<file path="src/rtl/exec_mem_slice_if.sv">
// Control/data bundle between the decode stage (master) and the execute/memory/write-back
// slice (slave).
interface exec_mem_slice_if #(
  parameter int unsigned Bits    = 32,
  parameter int unsigned N       = 32,
  parameter int unsigned MemSize = 64
);
  localparam int unsigned PtrW = $clog2(N);

  logic [PtrW-1:0] rs1;
  logic [PtrW-1:0] rs2;
  logic [PtrW-1:0] rd;
  logic [Bits-1:0] imm;
  logic            reg_write;
  logic            alu_src;
  logic [1:0]      alu_op;
  logic            mem_read;
  logic            mem_write;
  logic            mem_to_reg;
  logic [Bits-1:0] rd_data_1;
  logic [Bits-1:0] rd_data_2;
  logic [Bits-1:0] alu_result;
  logic            zero;
  logic [Bits-1:0] mem_read_data;
  logic [Bits-1:0] wb_data;

  modport master (
    output rs1, rs2, rd, imm, reg_write, alu_src, alu_op, mem_read, mem_write, mem_to_reg,
    input  rd_data_1, rd_data_2, alu_result, zero, mem_read_data, wb_data
  );

  modport slave (
    input  rs1, rs2, rd, imm, reg_write, alu_src, alu_op, mem_read, mem_write, mem_to_reg,
    output rd_data_1, rd_data_2, alu_result, zero, mem_read_data, wb_data
  );
endinterface

</file>
<file path="src/rtl/exec_mem_slice.sv">
// Execute/memory/write-back slice: register file, 4-function ALU, word data memory and
// the operand-B / write-back muxes of a single-cycle RISC-V datapath.
module exec_mem_slice #(
  parameter int unsigned Bits    = 32,
  parameter int unsigned N       = 32,
  parameter int unsigned MemSize = 64
) (
  input logic              i_clk,
  input logic              i_rst,
  exec_mem_slice_if.slave  bus
);
  localparam int unsigned IdxW = $clog2(MemSize);

  logic [Bits-1:0] r_regs [N];
  logic [Bits-1:0] r_mem  [MemSize];

  logic [Bits-1:0] w_rd_data_1;
  logic [Bits-1:0] w_rd_data_2;
  logic [Bits-1:0] w_op_b;
  logic [Bits-1:0] w_alu_result;
  logic [IdxW-1:0] w_mem_idx;
  logic [Bits-1:0] w_mem_read_data;
  logic [Bits-1:0] w_wb_data;

  // x0 reads as zero regardless of storage; no write-to-read bypass.
  always_comb begin
    w_rd_data_1 = (bus.rs1 == '0) ? '0 : r_regs[bus.rs1];
    w_rd_data_2 = (bus.rs2 == '0) ? '0 : r_regs[bus.rs2];
  end

  always_comb begin
    w_op_b       = bus.alu_src ? bus.imm : w_rd_data_2;
    w_alu_result = '0;
    unique case (bus.alu_op)
      2'b00: w_alu_result = w_rd_data_1 + w_op_b;
      2'b01: w_alu_result = w_rd_data_1 - w_op_b;
      2'b10: w_alu_result = w_rd_data_1 & w_op_b;
      2'b11: w_alu_result = w_rd_data_1 | w_op_b;
      default: w_alu_result = '0;
    endcase
  end

  // Byte address -> word index; low two bits and upper bits are dropped, so addresses wrap.
  assign w_mem_idx       = w_alu_result[IdxW+1:2];
  assign w_mem_read_data = bus.mem_read ? r_mem[w_mem_idx] : '0;
  assign w_wb_data       = bus.mem_to_reg ? w_mem_read_data : w_alu_result;

  always_ff @(posedge i_clk) begin
    if (!i_rst) begin
      for (int i = 0; i < int'(N); i++) begin
        r_regs[i] <= '0;
      end
      for (int i = 0; i < int'(MemSize); i++) begin
        r_mem[i] <= '0;
      end
    end else begin
      if (bus.reg_write && (bus.rd != '0)) begin
        r_regs[bus.rd] <= w_wb_data;
      end
      if (bus.mem_write) begin
        r_mem[w_mem_idx] <= w_rd_data_2;
      end
    end
  end

  assign bus.rd_data_1     = w_rd_data_1;
  assign bus.rd_data_2     = w_rd_data_2;
  assign bus.alu_result    = w_alu_result;
  assign bus.zero          = (w_alu_result == '0);
  assign bus.mem_read_data = w_mem_read_data;
  assign bus.wb_data       = w_wb_data;
endmodule

</file>
<file path="src/flat_wrapper.sv">
// flat-port wrapper written by rule: the top's interface ports become plain ports
module exec_mem_slice_flat 
#(
  parameter int unsigned Bits    = 32,
  parameter int unsigned N       = 32,
  parameter int unsigned MemSize = 64
)
  (i_clk, i_rst, bus_rs1, bus_rs2, bus_rd, bus_imm, bus_reg_write, bus_alu_src, bus_alu_op, bus_mem_read, bus_mem_write, bus_mem_to_reg, bus_rd_data_1, bus_rd_data_2, bus_alu_result, bus_zero, bus_mem_read_data, bus_wb_data);
  exec_mem_slice_if #(.Bits(Bits), .N(N), .MemSize(MemSize)) bus_i ();
  input logic i_clk;
  input logic i_rst;
  input wire logic [$bits(bus_i.rs1)-1:0] bus_rs1;
  input wire logic [$bits(bus_i.rs2)-1:0] bus_rs2;
  input wire logic [$bits(bus_i.rd)-1:0] bus_rd;
  input wire logic [$bits(bus_i.imm)-1:0] bus_imm;
  input wire logic [$bits(bus_i.reg_write)-1:0] bus_reg_write;
  input wire logic [$bits(bus_i.alu_src)-1:0] bus_alu_src;
  input wire logic [$bits(bus_i.alu_op)-1:0] bus_alu_op;
  input wire logic [$bits(bus_i.mem_read)-1:0] bus_mem_read;
  input wire logic [$bits(bus_i.mem_write)-1:0] bus_mem_write;
  input wire logic [$bits(bus_i.mem_to_reg)-1:0] bus_mem_to_reg;
  output wire logic [$bits(bus_i.rd_data_1)-1:0] bus_rd_data_1;
  output wire logic [$bits(bus_i.rd_data_2)-1:0] bus_rd_data_2;
  output wire logic [$bits(bus_i.alu_result)-1:0] bus_alu_result;
  output wire logic [$bits(bus_i.zero)-1:0] bus_zero;
  output wire logic [$bits(bus_i.mem_read_data)-1:0] bus_mem_read_data;
  output wire logic [$bits(bus_i.wb_data)-1:0] bus_wb_data;
  assign bus_i.rs1 = bus_rs1;
  assign bus_i.rs2 = bus_rs2;
  assign bus_i.rd = bus_rd;
  assign bus_i.imm = bus_imm;
  assign bus_i.reg_write = bus_reg_write;
  assign bus_i.alu_src = bus_alu_src;
  assign bus_i.alu_op = bus_alu_op;
  assign bus_i.mem_read = bus_mem_read;
  assign bus_i.mem_write = bus_mem_write;
  assign bus_i.mem_to_reg = bus_mem_to_reg;
  assign bus_rd_data_1 = bus_i.rd_data_1;
  assign bus_rd_data_2 = bus_i.rd_data_2;
  assign bus_alu_result = bus_i.alu_result;
  assign bus_zero = bus_i.zero;
  assign bus_mem_read_data = bus_i.mem_read_data;
  assign bus_wb_data = bus_i.wb_data;
  exec_mem_slice #(.Bits(Bits), .N(N), .MemSize(MemSize)) u_core (.i_clk(i_clk), .i_rst(i_rst), .bus(bus_i));
endmodule
</file>
<file path="config.mk">
export PLATFORM = sky130hd
export DESIGN_NAME = exec_mem_slice_flat
export DESIGN_NICKNAME = d
export VERILOG_FILES = /design/src/rtl/exec_mem_slice_if.sv /design/src/rtl/exec_mem_slice.sv /design/src/flat_wrapper.sv
export SDC_FILE = /design/constraint.sdc
export NUM_CORES = 2
export LEC_CHECK = 0
export CAP_MARGIN = 5
export CELL_PAD_IN_SITES_DETAIL_PLACEMENT = 0
export CELL_PAD_IN_SITES_GLOBAL_PLACEMENT = 2
export CORE_ASPECT_RATIO = 1.4
export CORE_MARGIN = 4
export CORE_UTILIZATION = 40
export DETAILED_ROUTE_END_ITERATION = 8
export PLACE_DENSITY_LB_ADDON = 0.1
export SYNTH_ARGS = -nofsm -noshare
export SYNTH_HDL_FRONTEND = slang
export SYNTH_SLANG_ARGS = --single-unit
</file>
<file path="constraint.sdc">
create_clock -name i_clk -period 20.6 [get_ports i_clk]
set_clock_uncertainty 0.15 [all_clocks]
set_input_delay 2.06 -clock i_clk [delete_from_list [all_inputs] [get_ports i_clk]]
set_output_delay 2.06 -clock i_clk [all_outputs]
set_load 0.005 [all_outputs]
</file>
# Word level (Yosys, flattened, before mapping)

Memories as Yosys holds them, arrays and structs flattened.
Index checks and enable logic that the tools add are counted.

Word-level logic and storage cells: 36
Memories kept: 2
Output and inout port bits: 161
Memory bits (writable): 3072
Input port bits: 56
Bits in registers: 0

Memories:

| name          | words | bits a word | read ports | clocked after memory_dff | write ports | line                 | RTL |
|---|---|---|---|---|---|---|---|
| u_core.r_mem  | 64    | 32          | 1          | 0                        | 64          | exec_mem_slice.sv:15 | `logic [Bits-1:0] r_mem [MemSize];` |
| u_core.r_regs | 32    | 32          | 2          | 0                        | 32          | exec_mem_slice.sv:14 | `logic [Bits-1:0] r_regs [N];` |

Bitwise logic cells: 2
Reductions and logical operators: 8
Add/subtract/negate cells: 2
Equality and inequality tests: 3
Multiplexer cells: 19

Operators by type and width:

| cell                                                             | number |
|---|---|
| 32-bit two-way mux                                               | 7 |
| 32-bit one-hot mux with 4 select lines                           | 1 |
| 32-bit OR reduction                                              | 2 |
| 32-bit adder                                                     | 1 |
| 32-bit bitwise AND                                               | 1 |
| 32-bit zero test                                                 | 1 |
| 32-bit OR                                                        | 1 |
| 32-bit subtractor                                                | 1 |
| 5-bit zero test                                                  | 2 |
| 1-bit two-way mux                                                | 9 |
| 6-bit two-way mux                                                | 1 |
| 5-bit two-way mux                                                | 1 |
| 5-bit nonzero test                                               | 1 |
| 2-bit == test (second input constant)                            | 2 |
| 2-bit by 1-bit == test with 1-bit output (second input constant) | 1 |
| 2-bit zero test                                                  | 1 |
| 1-bit logical AND                                                | 1 |

# Logic depth before layout (Yosys ltp)

An unclocked memory read counts as a cell.

Depth after elaboration: 9
Mapped depth: 34
Gate-level depth less buffers: 25

# Worst setup path after synthesis

OpenSTA, ideal clock, no wires.

Kind: input to output
From: input port bus_rs1[0]
To: output port bus_wb_data[28]
Required time: 18.390 ns
Arrival time: 8.773 ns
Stages on the path: 31
Buffers on the path: 12
Path slack: 9.617 ns
Cell sequence: buf_4 > buf_4 > buf_4 > buf_4 > buf_2 > buf_2 > buf_2 > buf_2 > mux4_2 > mux4_2 > nand2b_1 > a21o_1 > ha_1 > inv_1 > fa_1 > a21o_1 > a21o_1 > a21o_1 > a21oi_1 > xnor2_1 > mux2i_4 > inv_2 > buf_2 > nand3_1 > buf_2 > buf_2 > a211oi_1 > nor3_1 > a22oi_1 > buf_2 > inv_1

Longest elaborated chain between the ends: 7
Elaborated cells between the ends (all ways): 11
Classes of those cells: add/sub: 2; mux: 4; bitwise: 2; reduce/logical: 1; memory: 2

RTL lines:

| element                                                           | line                 | RTL |
|---|---|---|
| from (decl)                                                       | flat_wrapper.sv:12   | `input wire logic [$bits(bus_i.rs1)-1:0] bus_rs1;` |
| memory read 32 x 32 bit / 5-bit zero test (equally long branches) | --                   |  |
| 32-bit two-way mux *                                              | exec_mem_slice.sv:27 | `w_rd_data_1 = (bus.rs1 == '0) ? '0 : r_regs[bus.rs1];` |
| 32-bit subtractor, or another cell as far along                   | exec_mem_slice.sv:36 | `2'b01: w_alu_result = w_rd_data_1 - w_op_b;` |
| 32-bit one-hot mux with 4 select lines *                          | exec_mem_slice.sv:34 | `unique case (bus.alu_op)` |
| named net bus_alu_result[6]                                       | flat_wrapper.sv:24   | `output wire logic [$bits(bus_i.alu_result)-1:0] bus_alu_result;` |
| memory read 64 x 32 bit *                                         | --                   |  |
| 32-bit two-way mux *                                              | exec_mem_slice.sv:45 | `assign w_mem_read_data = bus.mem_read ? r_mem[w_mem_idx] : '0;` |
| 32-bit two-way mux *                                              | exec_mem_slice.sv:46 | `assign w_wb_data = bus.mem_to_reg ? w_mem_read_data : w_alu_result;` |
| to (decl)                                                         | flat_wrapper.sv:27   | `output wire logic [$bits(bus_i.wb_data)-1:0] bus_wb_data;` |

The timed path passes the listed nets; every way through them passes the cells marked *.

# Worst setup path in the final report

From: input port bus_rs2[1]
To: output port bus_wb_data[12]

Longest elaborated chain between the ends: 8
Elaborated cells between the ends (all ways): 12
Classes of those cells: add/sub: 2; mux: 5; bitwise: 2; reduce/logical: 1; memory: 2

RTL lines:

| element                                                           | line                 | RTL |
|---|---|---|
| from (decl)                                                       | flat_wrapper.sv:13   | `input wire logic [$bits(bus_i.rs2)-1:0] bus_rs2;` |
| memory read 32 x 32 bit / 5-bit zero test (equally long branches) | --                   |  |
| 32-bit two-way mux *                                              | exec_mem_slice.sv:28 | `w_rd_data_2 = (bus.rs2 == '0) ? '0 : r_regs[bus.rs2];` |
| 32-bit two-way mux *                                              | exec_mem_slice.sv:32 | `w_op_b = bus.alu_src ? bus.imm : w_rd_data_2;` |
| 32-bit subtractor, or another cell as far along                   | exec_mem_slice.sv:36 |  |
| 32-bit one-hot mux with 4 select lines *                          | exec_mem_slice.sv:34 |  |
| memory read 64 x 32 bit                                           | --                   |  |
| 32-bit two-way mux                                                | exec_mem_slice.sv:45 |  |
| 32-bit two-way mux *                                              | exec_mem_slice.sv:46 |  |

Mark *: on every way between the ends. The rest lies on a longest branch, timed or not.

==> metrics <==
Final GP Congestion 0.931; Post-synth EDFFs 3,072; Synth Area in XOR/XNOR 0.283%; GR peak layer met2; Die Wd 523 um; Initial DRC Count 12,817; failing checks capacitance limit; Syn Inst Count 12,718; Area after DPL 157,000 um2; peak supply drop 0.0782 mV; Max Root-Sink Buffers 4; setup bufs post-CTS 0; clk slew on worst S/H paths 60 ps; Startpoint Class input port; cell area after layout 168,000 um2; crit path max fanout 86; P&R area growth vs syn 12.6%; mux cell area share after synthesis 11.6%; fin crit share 75.7%; adder-cell share of the synthesized area 0.421%; H-tree lvl count 5; crit path kind input port to primary output; Fin Setup TNS 0 ps; routing usage on met2 56.5%; post-detail-place hpwl 414 mm; P per Cell Area 108 nW/um2; Crit path required time 18,390 ps; GRT Total Usage 33.6%; Sw Ratio 35.6%; final worst-path setup slack 5000 ps; Setup WS pre-CTS 5180 ps; Crit. End Element primary output; Cells after DPL 17,176; vias 109,217; total gr overflow 0; core box area 370,000 um2; met3 usage 5.59%; combinational share of power 28.1%; routing usage on met1 40.0%; post-cts resize count 0; Clock power frac 32.0%; Int Pwr 11.7 mW; Tmin final 15,600 ps; Die Area 382,000 um2; Yosys cell types 101; number of synthesized register bits 3,072; DRT antenna net count 0; share of layout cells above drive strength 1 13.9%; pin count of the biggest net entering global routing 140; drc violations 0; post-synthesis compound-gate area fraction 4.36%; I/O Buffers 216; Final nets 12,675; Final Non-Filler Cells 17,827; Hold Buf Count CTS 0; # setup viols final 0; CTS Buf Count 326; Max Freq 64.1 MHz; count of pins over their slew limit 0; worst skew pair latency 950 ps; RSZ-0062 raised after global routing no; main combinational cell family by area after synthesis simple AND/OR/NAND/NOR gates; global-route wire length before repair 890 mm; final hold vios 0; CTS tree built; drt via density 6.13; Slew HR 0.801%; initial antenna violation count 53; Ys Warns 0; outcome finished with violations; Cell Area, Synth 149,000 um2; Simple-Gate Fraction of Synth Area 17.6%; Net Switching 6.47 mW; Pre-antenna DRT Iters 6; Initial Util 40.2%; Power, Total 18.2 mW; Async SR Flop Fraction 0%; clock sinks 3,072; clk root buf clkbuf_16; syn_area_per_cell 11.7 um2; num rows 264; Top Ports 217; Data arrival, critical path 13,390 ps; Avg WL per Cell 36.8 um; Leakage 61.3 nW; Hold Crit Class flip-flop to flip-flop; MaxCap Viol Count 1; post-synthesis sequential area ratio 62.0%; Die Ht 730 um; main flop type after synthesis edfxtp_1; Reg2Reg Setup Slack 10,250 ps; number of global-route vias before repair 106,947; final WL 656 mm; part of the power in registers 39.9%; Hold Slack 1200 ps; Final Util 45.3%; Tightest Pin Transition 1470 ps
logic make-up after synthesis:
| group | Yosys count |
|---|---|
| mux | 1021 |
| xor+xnor | 48 |
| buf+inv | 1298 |
| flops | 3072 |
| fa+ha+maj | 53 |
| other cells | 1 |
| compound gates | 999 |
| simple gates | 6226 |
state kept, by name, indices dropped and copies added, names as in the netlist:
register and flops:
u_core.r_mem 2048, u_core.r_regs 1024
metal layers:
layer	vias up	share of wire (%)
met5	-	0.027
met4	26	7.6
met3	1486	7.9
met2	5765	49
met1	56777	36
li1	45163	-
cell usage after synthesis, types with 58 or more instances:
library cell | count | share of area, %
nor4_1 | 58 | 0.24
a21oi_1 | 351 | 1.2
o21ai_0 | 116 | 0.39
buf_2 | 282 | 0.95
nor2_1 | 2799 | 7.1
mux4_2 | 556 | 8.4
inv_1 | 84 | 0.21
and2_1 | 372 | 1.6
nand3_1 | 693 | 2.3
o22ai_1 | 74 | 0.31
buf_1 | 77 | 0.19
mux2i_1 | 436 | 2.9
nand2_1 | 1985 | 5.0
edfxtp_1 | 3072 | 62
a31oi_1 | 96 | 0.40
clkbuf_1 | 783 | 2.0
a22o_1 | 71 | 0.42
nor3_1 | 61 | 0.21
and3_1 | 101 | 0.42
power by group through the flow:
stage	Sequential, mW	Combinational (mW)	Clock (mW)
4_1_cts	7.23	5.07	5.88
6_report	7.24	5.10	5.82
5_1_grt	7.26	5.27	6.11
3_3_place_gp	7.35	5.02	0
2_1_floorplan	7.33	2.46	0
3_5_place_dp	7.37	5.06	0
area by class of cell:
cell class | instances | area, um2
Clock inverter | 162 | 1430
Tap cell | 4921 | 6160
Multi-Input combinational cell | 8379 | 52400
Sequential cell | 3072 | 92200
Clock buffer | 407 | 8590
Fill cell | 34050 | 202000
Inverter | 92 | 364
Antenna cell | 81 | 203
Timing Repair Buffer | 713 | 6150
worst paths after layout:
kind / from / to / cells after the start
setup / recovery: bus_rs2[1] / bus_wb_data[12] / 24
hold / removal: u_core.r_regs[18][13] / u_core.r_mem[16][13] / 5
setup reg to reg: u_core.r_regs[3][4] / u_core.r_regs[21][12] / 23
hold reg to reg: u_core.r_regs[18][13] / u_core.r_mem[16][13] / 5
cell usage in the layout, fill, tap and decap left out, types with 27 or more instances in the layout:
master,netlist,layout
a21oi_1,351,348
a22o_1,71,71
a31oi_1,96,87
and2_1,372,370
and3_1,101,101
buf_4,44,475
clkbuf_1,783,75
clkbuf_16,0,332
clkdlybuf4s50_1,0,201
clkinv_1,2,64
clkinv_2,1,55
conb_1,1,32
diode_2,0,81
edfxtp_1,3072,3072
ha_1,34,34
inv_1,84,82
mux2_2,27,27
mux2i_1,436,434
mux4_2,556,556
nand2_1,1985,1905
nand2_2,0,44
nand2_4,0,36
nand3_1,693,687
nand4_1,33,33
nor2_1,2799,2766
nor2_2,1,32
nor3_1,61,48
nor4_1,58,32
o21ai_0,116,115
o22ai_1,74,74
o2bb2ai_1,32,32
xnor2_1,31,31
critical path, stage by stage:
cell	delay [ps]
buf_8	520
buf_4	710
buf_4	700
mux2i_1	180
o221a_1	370
a41o_1	260
o41ai_4	850
xnor2_1	190
ha_1	390
xor2_1	180
nor2_1	60
a41oi_1	930
o21ai_4	220
inv_8	590
buf_12	380
buf_4	520
nand2_1	110
nand3_1	100
a21oi_1	90
nor4_2	620
buf_4	310
nand3_1	670
o31ai_4	1190
clkdlybuf4s50_1	730
(Power assumes the default switching activity.)
